$ cat src/rtl/sample_logger_avm.sv
`default_nettype none
// ============================================================================
// Module   : sample_logger_avm
// Purpose  : Packs 16-bit samples two per word and writes them sequentially
//            to an Avalon-MM memory window, linear or circular.
//            Optional macro SAMPLE_LOGGER_TIMESTAMP_EN adds a cycle-count
//            header word at BASE.
// Revision : 1.0
// ============================================================================
module sample_logger_avm #(
    parameter int ADDR_W   = 13,
    parameter int DEPTH    = 5120,
    parameter int BASE     = 0,
    parameter int SAMPLE_W = 16
) (
    input  logic                clk,
    input  logic                reset,
    input  logic                start,
    input  logic                stop,
    input  logic                circular,
    input  logic [SAMPLE_W-1:0] snk_data,
    input  logic                snk_valid,
    output logic                snk_ready,
    output logic [ADDR_W-1:0]   avm_address,
    output logic [3:0]          avm_byteenable,
    output logic                avm_chipselect,
    output logic                avm_write,
    output logic [31:0]         avm_writedata,
    input  logic                avm_waitrequest,
    output logic                busy,
    output logic                wrapped,
    output logic [ADDR_W-1:0]   words_written,
    output logic                done
);

    localparam logic [2:0] c_IDLE = 3'd0;
    localparam logic [2:0] c_LO   = 3'd1;
    localparam logic [2:0] c_HI   = 3'd2;
    localparam logic [2:0] c_WR   = 3'd3;
    localparam logic [2:0] c_FIN  = 3'd4;

    localparam logic [ADDR_W-1:0] c_BASE  = ADDR_W'(BASE);
    localparam logic [ADDR_W-1:0] c_LAST  = ADDR_W'(BASE + DEPTH - 1);
    localparam logic [ADDR_W-1:0] c_DEPTH = ADDR_W'(DEPTH);

`ifdef SAMPLE_LOGGER_TIMESTAMP_EN
    // The header word is written before any sample is taken.
    localparam logic [2:0] c_START_ST = c_WR;

    logic [31:0] r_cycle;

    always_ff @(posedge clk or posedge reset) begin
        if (reset) begin
            r_cycle <= '0;
        end else begin
            r_cycle <= r_cycle + 32'd1;
        end
    end
`else
    localparam logic [2:0] c_START_ST = c_LO;
`endif

    logic [2:0]        r_state;
    logic [2:0]        w_next;
    logic [ADDR_W-1:0] r_ptr;
    logic [31:0]       r_data;
    logic [3:0]        r_be;
    logic [ADDR_W-1:0] r_words;
    logic              r_wrapped;
    logic              r_circ;
    logic              r_stop_pend;
    logic              w_ready;
    logic              w_write;
    logic              w_busy;
    logic              w_done;
    logic              w_accept;
    logic              w_at_end;

    assign w_accept = snk_valid & w_ready;
    assign w_at_end = (r_ptr == c_LAST);

    always_ff @(posedge clk or posedge reset) begin
        if (reset) begin
            r_state <= c_IDLE;
        end else begin
            r_state <= w_next;
        end
    end

    always_comb begin
        w_next = r_state;
        case (r_state)
            c_IDLE: begin
                if (start) w_next = c_START_ST;
            end
            c_LO: begin
                // A sample taken together with stop leaves a half word to flush.
                if (stop) w_next = w_accept ? c_WR : c_FIN;
                else if (w_accept) w_next = c_HI;
            end
            c_HI: begin
                if (w_accept || stop) w_next = c_WR;
            end
            c_WR: begin
                if (!avm_waitrequest) begin
                    if (stop || r_stop_pend) w_next = c_FIN;
                    else if (w_at_end && !r_circ) w_next = c_FIN;
                    else w_next = c_LO;
                end
            end
            c_FIN: begin
                w_next = c_IDLE;
            end
            default: begin
                w_next = c_IDLE;
            end
        endcase
    end

    always_comb begin
        w_ready = 1'b0;
        w_write = 1'b0;
        w_busy  = 1'b0;
        w_done  = 1'b0;
        case (r_state)
            c_LO:    begin w_ready = 1'b1; w_busy = 1'b1; end
            c_HI:    begin w_ready = 1'b1; w_busy = 1'b1; end
            c_WR:    begin w_write = 1'b1; w_busy = 1'b1; end
            c_FIN:   begin w_done  = 1'b1; end
            default: begin w_busy  = 1'b0; end
        endcase
    end

    always_ff @(posedge clk or posedge reset) begin
        if (reset) begin
            r_ptr       <= c_BASE;
            r_data      <= '0;
            r_be        <= '0;
            r_words     <= '0;
            r_wrapped   <= 1'b0;
            r_circ      <= 1'b0;
            r_stop_pend <= 1'b0;
        end else begin
            case (r_state)
                c_IDLE: begin
                    if (start) begin
                        r_ptr       <= c_BASE;
                        r_circ      <= circular;
                        r_wrapped   <= 1'b0;
                        r_words     <= '0;
                        r_stop_pend <= 1'b0;
`ifdef SAMPLE_LOGGER_TIMESTAMP_EN
                        r_data      <= r_cycle;
                        r_be        <= 4'b1111;
`endif
                    end
                end
                c_LO: begin
                    if (w_accept) r_data[15:0] <= snk_data;
                    if (stop) begin
                        r_stop_pend   <= 1'b1;
                        r_data[31:16] <= '0;
                        r_be          <= 4'b0011;
                    end
                end
                c_HI: begin
                    if (w_accept) begin
                        r_data[31:16] <= snk_data;
                        r_be          <= 4'b1111;
                    end else if (stop) begin
                        r_data[31:16] <= '0;
                        r_be          <= 4'b0011;
                    end
                    if (stop) r_stop_pend <= 1'b1;
                end
                c_WR: begin
                    if (stop) r_stop_pend <= 1'b1;
                    if (!avm_waitrequest) begin
                        if (r_words != c_DEPTH) r_words <= r_words + 1'b1;
                        // Linear mode parks the pointer on the last word written.
                        if (w_at_end) begin
                            if (r_circ) begin
                                r_ptr     <= c_BASE;
                                r_wrapped <= 1'b1;
                            end
                        end else begin
                            r_ptr <= r_ptr + 1'b1;
                        end
                    end
                end
                c_FIN: begin
                    r_stop_pend <= 1'b0;
                end
                default: begin
                    r_stop_pend <= 1'b0;
                end
            endcase
        end
    end

    assign snk_ready      = w_ready;
    assign avm_write      = w_write;
    assign avm_chipselect = w_write;
    assign avm_address    = r_ptr;
    assign avm_writedata  = r_data;
    assign avm_byteenable = r_be;
    assign busy           = w_busy;
    assign done           = w_done;
    assign wrapped        = r_wrapped;
    assign words_written  = r_words;

endmodule
`default_nettype wire
$ cat config.mk
export PLATFORM = sky130hd
export DESIGN_NAME = sample_logger_avm
export DESIGN_NICKNAME = d
export VERILOG_FILES = /design/src/rtl/sample_logger_avm.sv
export SDC_FILE = /design/constraint.sdc
export NUM_CORES = 1
export LEC_CHECK = 0
export BUFFER_PORTS_ARGS = -buffer_cell sky130_fd_sc_hd__buf_4
export CAP_MARGIN = 20
export CORE_ASPECT_RATIO = 0.75
export CORE_UTILIZATION = 56
export DETAILED_ROUTE_END_ITERATION = 10
export PLACE_DENSITY = 0.87
export SETUP_SLACK_MARGIN = 0.5
export SYNTH_ARGS = -nofsm -noshare
export SYNTH_HDL_FRONTEND = slang
export SYNTH_SLANG_ARGS = --single-unit
$ cat constraint.sdc
create_clock -name clk -period 5.6 [get_ports clk]
set_input_delay 1.12 -clock clk [delete_from_list [all_inputs] [get_ports clk]]
set_output_delay 1.12 -clock clk [all_outputs]
set_load 0.02 [all_outputs]
==> results.md, run 1 <==
- Power density cells: 454 nW/um^2
- Total wirelength of the detailed-routed design: between 8000 and 9000 um
- Number of I/O pins: 91
- Final standard cell utilization of the core: between 70% and 80%
- Part of the total power dissipated in the clock network: 18.9%
- Setup repair after global routing missed its margin: no
- Worst hold slack across all endpoints: approximately 480 ps
- Flip-flop and latch count after synthesis: 68
- Average footprint of a synthesized cell: 11.1 sq um
- Initial antenna violation count: 0
- Max frequency: 0.334 GHz
- Proportion of netlist area held by the largest area contributor: 50.7%
- Clock tree from TritonCTS: yes
- Total net switching power: just under 800 uW
- Max-slew headroom at the worst pin: around 28%
- Post-placement worst setup slack: 2740 ps
- Relative area change from synthesis to final layout: 27.0%
- Final Instance Area: roughly 4300 sq um
- Gate family responsible for the most delay along the worst path: flip-flops
- Placeable core region: ~5800 sq um
- Worst setup skew after layout: between 10 and 15 ps
- Peak ir drop on the vdd network: 0.265 mV
- Worst Path Class, Setup: flop to output port
- Overall die area: 6310 sq um
- Share of synthesized area occupied by flip-flops and latches: roughly 50%
- 1st-pass router iterations: 6
- Type of the worst min-delay path: flop to flop
- GRT Overall Usage: ~27%
- Number of buffers inserted by hold repair at cts: 0
- Element type at the critical path end: output port
- EDFF count, synth: 0
- Violation count after the first detailed-routing iteration: slightly above 300
- Top area cells in the synthesized netlist: sky130_fd_sc_hd__dfrtp_1 51%, sky130_fd_sc_hd__mux2_2 6.4%, sky130_fd_sc_hd__a22o_1 5.5%, sky130_fd_sc_hd__a21oi_1 2.5%, sky130_fd_sc_hd__nand3_1 2.2%
- Share of the clock period used by the worst path: 53.4%
- Result of the run: finished, final reports clean
- Residual antenna-violating net count after detailed routing: 0
- Wire length of the first global-routing pass: 13500 um
- Post-synthesis cell type count: 54
- H-tree lvl count: 3
- Sequence of cells on the critical path: nand3b_1 > inv_1 > buf_4
- Internal: about 1200 uW
- Vias in the first global route: 2685
- Sum of buffers and inverters on the critical path: 2
- Overflow after GRT: 0
- # fillers: roughly 410
- Detailed-route vias per instance: between 6 and 7
- Final GP Congestion: approximately 0.84
- Cell Rows: 24
- Number of setup buffers added after CTS: 0
- Fin crit period: around 3000 ps
- Setup slack of the critical path after layout: approximately 2600 ps
- Max Buffers Root-to-Sink: 2
- Fraction of layout instances using a drive strength above 1: roughly a third
- Sequential Power Share: between 30 and 40%
- Total nets after synthesis: around 330
- Root buffer selected by CTS: sky130_fd_sc_hd__clkbuf_8
- Post-CTS resize count: 0
- Post-Synthesis Cells: around 300
- Nets: about 420
- Die height: 69.0 um
- Transition at the pin with the smallest max-transition slack: 1080 ps
- Crit-path slowest cell: sky130_fd_sc_hd__dfrtp_1
- Most area-hungry cell type in the Yosys netlist: sky130_fd_sc_hd__dfrtp_1
- Proportion of synthesized flip-flops having asynchronous set or reset: between 90% and 100%
- Final max-slew violation count: 0
- Num CTS Buffers: 9
- Average routed wire per standard cell: between 15 and 20 um
- Synthesis warning total: 0
- Final Hold Vio Count: 0
- Leakage component of the power: roughly 0.0019 uW
- Clock transition at the register clock pins on the worst setup and hold paths after CTS: around 80 ps
- Combinational power share: about 43%
- # setup viols final: 0
- Antenna diode count: 0
- # Max-Cap Violations: 0
- Total number of clock tree sinks: approximately 70
- Starting density of the core: 57.9%
- Startpoint Class: flop
- Routed via count: slightly below 3k
- Post-Place Cell Area: ~4000 sq um
- Total negative slack for setup checks: 0 ps
- Worst path arrival time: 1870 ps
- HPWL after detailed placement: about 5700 um
- Required time worst endpoint: around 4500 ps
- Total DRC errors in the routed layout: 0
- Peak fanout along the critical path: 20
- Critical path's largest stage delay: a little over 800 ps
- Width of the die: just over 90 um
- Latest clock arrival within the worst-skew pair: ~350 ps
- Buffers added on ports: 90
- Most common flop cell mapped by yosys: sky130_fd_sc_hd__dfrtp_1
- Mapped Area: between 3000 and 4000 sq um
- Maximum number of pins on one net before global-route repair: 69
- Switching part of the total power: around two fifths
Yosys cell counts, drive strengths merged (5+ instances only):
| cell | n |
|---|---|
| a31oi | 5 |
| dfrtp | 68 |
| inv | 14 |
| and2 | 5 |
| mux2 | 19 |
| clkbuf | 12 |
| nor2 | 12 |
| a21oi | 17 |
| o21ai | 12 |
| nand2 | 9 |
| buf | 5 |
| nand4 | 5 |
| a22o | 21 |
| nand3 | 15 |
| o41ai | 8 |
| or3 | 5 |
power by group through the flow:
stage,sequential (uW),clock [uW],combinational (uW)
after floorplan,819,0,445
after global placement,740,0,801
after detailed placement,752,0,821
after CTS,743,371,825
after global routing,764,391,878
final,746,366,823
final timing paths:
kind,from,endpoint,slack [ps],cells after the start
hold / removal,avm_byteenable[1],avm_byteenable[1],480,1
max in group asynchronous,reset,avm_writedata[17],3990,3
setup reg to reg,r_state[1],words_written[7],3190,4
hold reg to reg,avm_byteenable[1],avm_byteenable[1],480,1
setup / recovery,r_state[2],avm_chipselect,2610,3
min in group asynchronous,reset,avm_writedata[23],1020,3
metrics by stage:
step           power [uW]  cells
6_report             1930    471
5_1_grt              2030    471
4_1_cts              1940    471
3_5_place_dp         1570    456
3_3_place_gp         1540    456
2_1_floorplan        1260    302
registers in the layout, indices dropped and copies added (netlist names):
register	cells
avm_writedata	32
avm_address	13
words_written	13
avm_byteenable	4
r_state	3
r_circ	1
r_stop_pend	1
wrapped	1
layout by cell type (no fill, tap or decap), types with 5 or more instances in the layout:
cell,netlist,final
sky130_fd_sc_hd__o41ai_1,7,7
sky130_fd_sc_hd__nand3_1,15,15
sky130_fd_sc_hd__and2_1,5,5
sky130_fd_sc_hd__mux2_2,19,19
sky130_fd_sc_hd__dfrtp_1,68,68
sky130_fd_sc_hd__inv_1,14,13
sky130_fd_sc_hd__a31oi_1,5,5
sky130_fd_sc_hd__nand4_1,5,5
sky130_fd_sc_hd__nor2_1,12,12
sky130_fd_sc_hd__or3_1,5,5
sky130_fd_sc_hd__o21ai_0,10,10
sky130_fd_sc_hd__a21oi_1,17,17
sky130_fd_sc_hd__buf_4,1,93
sky130_fd_sc_hd__nand2_1,9,9
sky130_fd_sc_hd__a22o_1,21,21
sky130_fd_sc_hd__clkbuf_8,0,11
routing by layer:
| metal | part of all wire [%] | up-vias | track usage, % |
|---|---|---|---|
| met2 | 47 | 136 | 40.8 |
| li1 | - | 1329 | - |
| met4 | 1.5 | 0 | 7.94 |
| met1 | 44 | 1420 | 38.9 |
| met5 | 0 | - | 0 |
| met3 | 7.2 | 18 | 8.28 |
cells by family (layout without fill, tap and decap cells):
group	Yosys count	after routing	synth area share [%]
AO/OA/AOI/OAI	89	89	20.7
XOR/XNOR	2	2	0.522
adder cells (fa/ha/maj)	3	3	1.12
buffers and inverters	31	122	3.95
flip-flops	68	68	50.7
multiplexers	20	20	6.68
AND/OR/NAND/NOR	89	89	16.3
layout make-up:
type	count	area, sq um	area share [%]
Multi-Input combinational cell	203	1540	36.0
Tap cell	78	97.6	2.29
Clock buffer	11	151	3.55
Inverter	14	52.6	1.23
Timing Repair Buffer	93	698	16.4
Clock inverter	4	25.0	0.587
Sequential cell	68	1700	39.9
Power figures use the tool's default switching activity.
==> run 2, diff against run 1 <==
--- a/config.mk
+++ b/config.mk
@@ -8,9 +8,9 @@
 export BUFFER_PORTS_ARGS = -buffer_cell sky130_fd_sc_hd__buf_4
 export CAP_MARGIN = 20
 export CORE_ASPECT_RATIO = 0.75
-export CORE_UTILIZATION = 56
+export CORE_UTILIZATION = 52
 export DETAILED_ROUTE_END_ITERATION = 10
-export PLACE_DENSITY = 0.87
+export PLACE_DENSITY = 0.82
 export SETUP_SLACK_MARGIN = 0.5
 export SYNTH_ARGS = -nofsm -noshare
 export SYNTH_HDL_FRONTEND = slang
==> constraint.sdc (replaced) <==
create_clock -name clk -period 3.1 [get_ports clk]
set_input_delay 0.62 -clock clk [delete_from_list [all_inputs] [get_ports clk]]
set_output_delay 0.62 -clock clk [all_outputs]
set_load 0.02 [all_outputs]
==> results.md, run 2 (synthesis gave the netlist of run 1 again) <==
- HPWL after detailed placement: 5800 um (+1.9%)
- Crit-path slowest cell: sky130_fd_sc_hd__dfrtp_1
- Buffers added on ports: 90 (unchanged)
- Leakage component of the power: 0.00193 uW (+2.0%)
- Die height: 71.6 um (+3.7%)
- Clock tree from TritonCTS: yes
- Maximum number of pins on one net before global-route repair: 69 (unchanged)
- Starting density of the core: 55.9% (-2.0 points)
- Number of flip-flops in the largest register: 32 (unchanged)
- # setup viols final: 0 (unchanged)
- Total wirelength of the detailed-routed design: 8340 um (+0.29%)
- GRT Overall Usage: 25.7% (-1.7 points)
- Fin crit period: about 2400 ps
- Sequence of cells on the critical path: nand3b_1 > inv_1 > buf_4
- Power density cells: 846 nW/um^2 (+86%)
- Peak ir drop on the vdd network: 0.496 mV (+87%)
- Total DRC errors in the routed layout: 0 (unchanged)
- # fillers: 460 (+11%)
- Initial antenna violation count: 0 (unchanged)
- Violation count after the first detailed-routing iteration: 240 (-22%)
- Worst path arrival time: 1810 ps (-60 ps)
- Most frequent standard cell in the layout excluding fill and tap cells: sky130_fd_sc_hd__buf_4
- Post-placement worst setup slack: 721 ps (-2020 ps)
- Sum of buffers and inverters on the critical path: 2 (unchanged)
- WHS Path Cells: 1 (unchanged)
- # Max-Cap Violations: 0 (unchanged)
- Max Buffers Root-to-Sink: 2 (unchanged)
- Wire length of the first global-routing pass: 13200 um (-2.7%)
- Num CTS Buffers: 9 (unchanged)
- Latest clock arrival within the worst-skew pair: 360 ps (about the same)
- Max-slew headroom at the worst pin: 43.7% (+16 points)
- Average routed wire per standard cell: 17.6 um (-0.56%)
- Levels on crit path: 3 (unchanged)
- Total negative slack for setup checks: 0 ps (unchanged)
- Peak fanout along the critical path: 17 (-15%)
- Post-CTS resize count: 0 (unchanged)
- Antenna diode count: 0 (unchanged)
- Worst Path Class, Setup: flop to output port
- Fraction of layout instances using a drive strength above 1: 35.8% (+0.65 points)
- Placeable core region: 6010 sq um (+3.6%)
- Root buffer selected by CTS: sky130_fd_sc_hd__clkbuf_8
- Gate family responsible for the most delay along the worst path: flip-flops
- Max frequency: roughly 0.41 GHz
- Worst hold slack across all endpoints: 488 ps (+6.22 ps)
- Number of buffers inserted by hold repair at cts: 0 (unchanged)
- Sum of internal, switching and leakage power: 3660 uW (+89%)
- Cell Rows: 24 (unchanged)
- Share of the clock period used by the worst path: between 70% and 80%
- H-tree lvl count: 3 (unchanged)
- Worst setup skew after layout: 9.51 ps (-0.979 ps)
- Routed via count: 2925 (+0.76%)
- Width of the die: 94.7 um (+3.7%)
- Number of setup buffers added after CTS: 0 (unchanged)
- Detailed-route vias per instance: 6.16 (about the same)
- Type of the worst min-delay path: flop to flop
- Transition at the pin with the smallest max-transition slack: 844 ps (-233 ps)
- Residual antenna-violating net count after detailed routing: 0 (unchanged)
- Setup repair after global routing missed its margin: no
- Result of the run: finished, final reports clean
- Total number of clock tree sinks: 68 (unchanged)
- Depth of the most critical reg-to-reg path: 5 (+1)
- Relative area change from synthesis to final layout: 29.1%
- Overflow after GRT: 0 (unchanged)
- Number of I/O pins: 91 (unchanged)
- Clock transition at the register clock pins on the worst setup and hold paths after CTS: 70 ps (about the same)
- Overall die area: 6780 sq um (+7.5%)
- Startpoint Class: flop
- Most frequent cells in the layout: 96 x sky130_fd_sc_hd__buf_4, 68 x sky130_fd_sc_hd__dfrtp_1, 21 x sky130_fd_sc_hd__a22o_1
- Required time worst endpoint: 2480 ps (-2000 ps)
- Final Hold Vio Count: 0 (unchanged)
- Final GP Congestion: 0.834 (-0.49%)
- 1st-pass router iterations: 5 (-1)
- Critical path's largest stage delay: 690 ps (-140 ps)
- Setup slack of the critical path after layout: 666 ps (-1940 ps)
- Nets: 418 (+0.72%)
- Vias in the first global route: 2650 (-1.3%)
- Final max-slew violation count: 0 (unchanged)
- Element type at the critical path end: output port
## run 2: per-layer routing
| metal | vias up | global-route usage [%] | routed length [um] | share of wire, % |
|---|---|---|---|---|
| met5 | - | 0 | 0 | 0 |
| met4 | 0 | 10.1 | 135 | 1.6 |
| met3 | 12 | 6.69 | 608 | 7.3 |
| met2 | 110 | 38.0 | 3980 | 48 |
| met1 | 1454 | 36.3 | 3610 | 43 |
| li1 | 1349 | - | - | - |
## run 2: stage by stage
| step | std cells | cell area, sq um | util [%] |
|---|---|---|---|
| 4_1_cts | 475 | 4330 | 72.1 |
| 2_1_floorplan | 302 | 3350 | - |
| 3_5_place_dp | 459 | 4110 | 68.4 |
| 6_report | 475 | 4330 | 72.1 |
| 3_3_place_gp | 459 | 4110 | 68.4 |
| 5_1_grt | 475 | 4330 | 72.1 |
## run 2: layout make-up
type | count | area (sq um) | area share (%)
sequential | 68 | 1700 | 39.3
clock buffer | 9 | 124 | 2.86
clock inverter | 7 | 98.8 | 2.28
tap | 78 | 97.6 | 2.25
inverter | 14 | 52.6 | 1.21
multi-input combinational | 203 | 1540 | 35.5
timing repair buffer | 96 | 721 | 16.6
## run 2: final timing paths
kind	endpoint	start	slack (ps)
setup reg to reg	avm_address[0]	avm_address[0]	740
hold / removal	avm_byteenable[0]	avm_byteenable[0]	490
min in group asynchronous	avm_writedata[2]	reset	510
hold reg to reg	avm_byteenable[0]	avm_byteenable[0]	490
max in group asynchronous	avm_byteenable[1]	reset	2030
setup / recovery	avm_chipselect	r_state[1]	670
## run 2: power breakdown
part | switching [uW] | leakage [uW] | internal [uW] | total (uW)
clock network | 362 | 0.000110 | 456 | 819
logic | 850 | 0.000940 | 685 | 1540
registers | 199 | 0.000884 | 1110 | 1310
total | 1410 | 0.00193 | 2250 | 3660
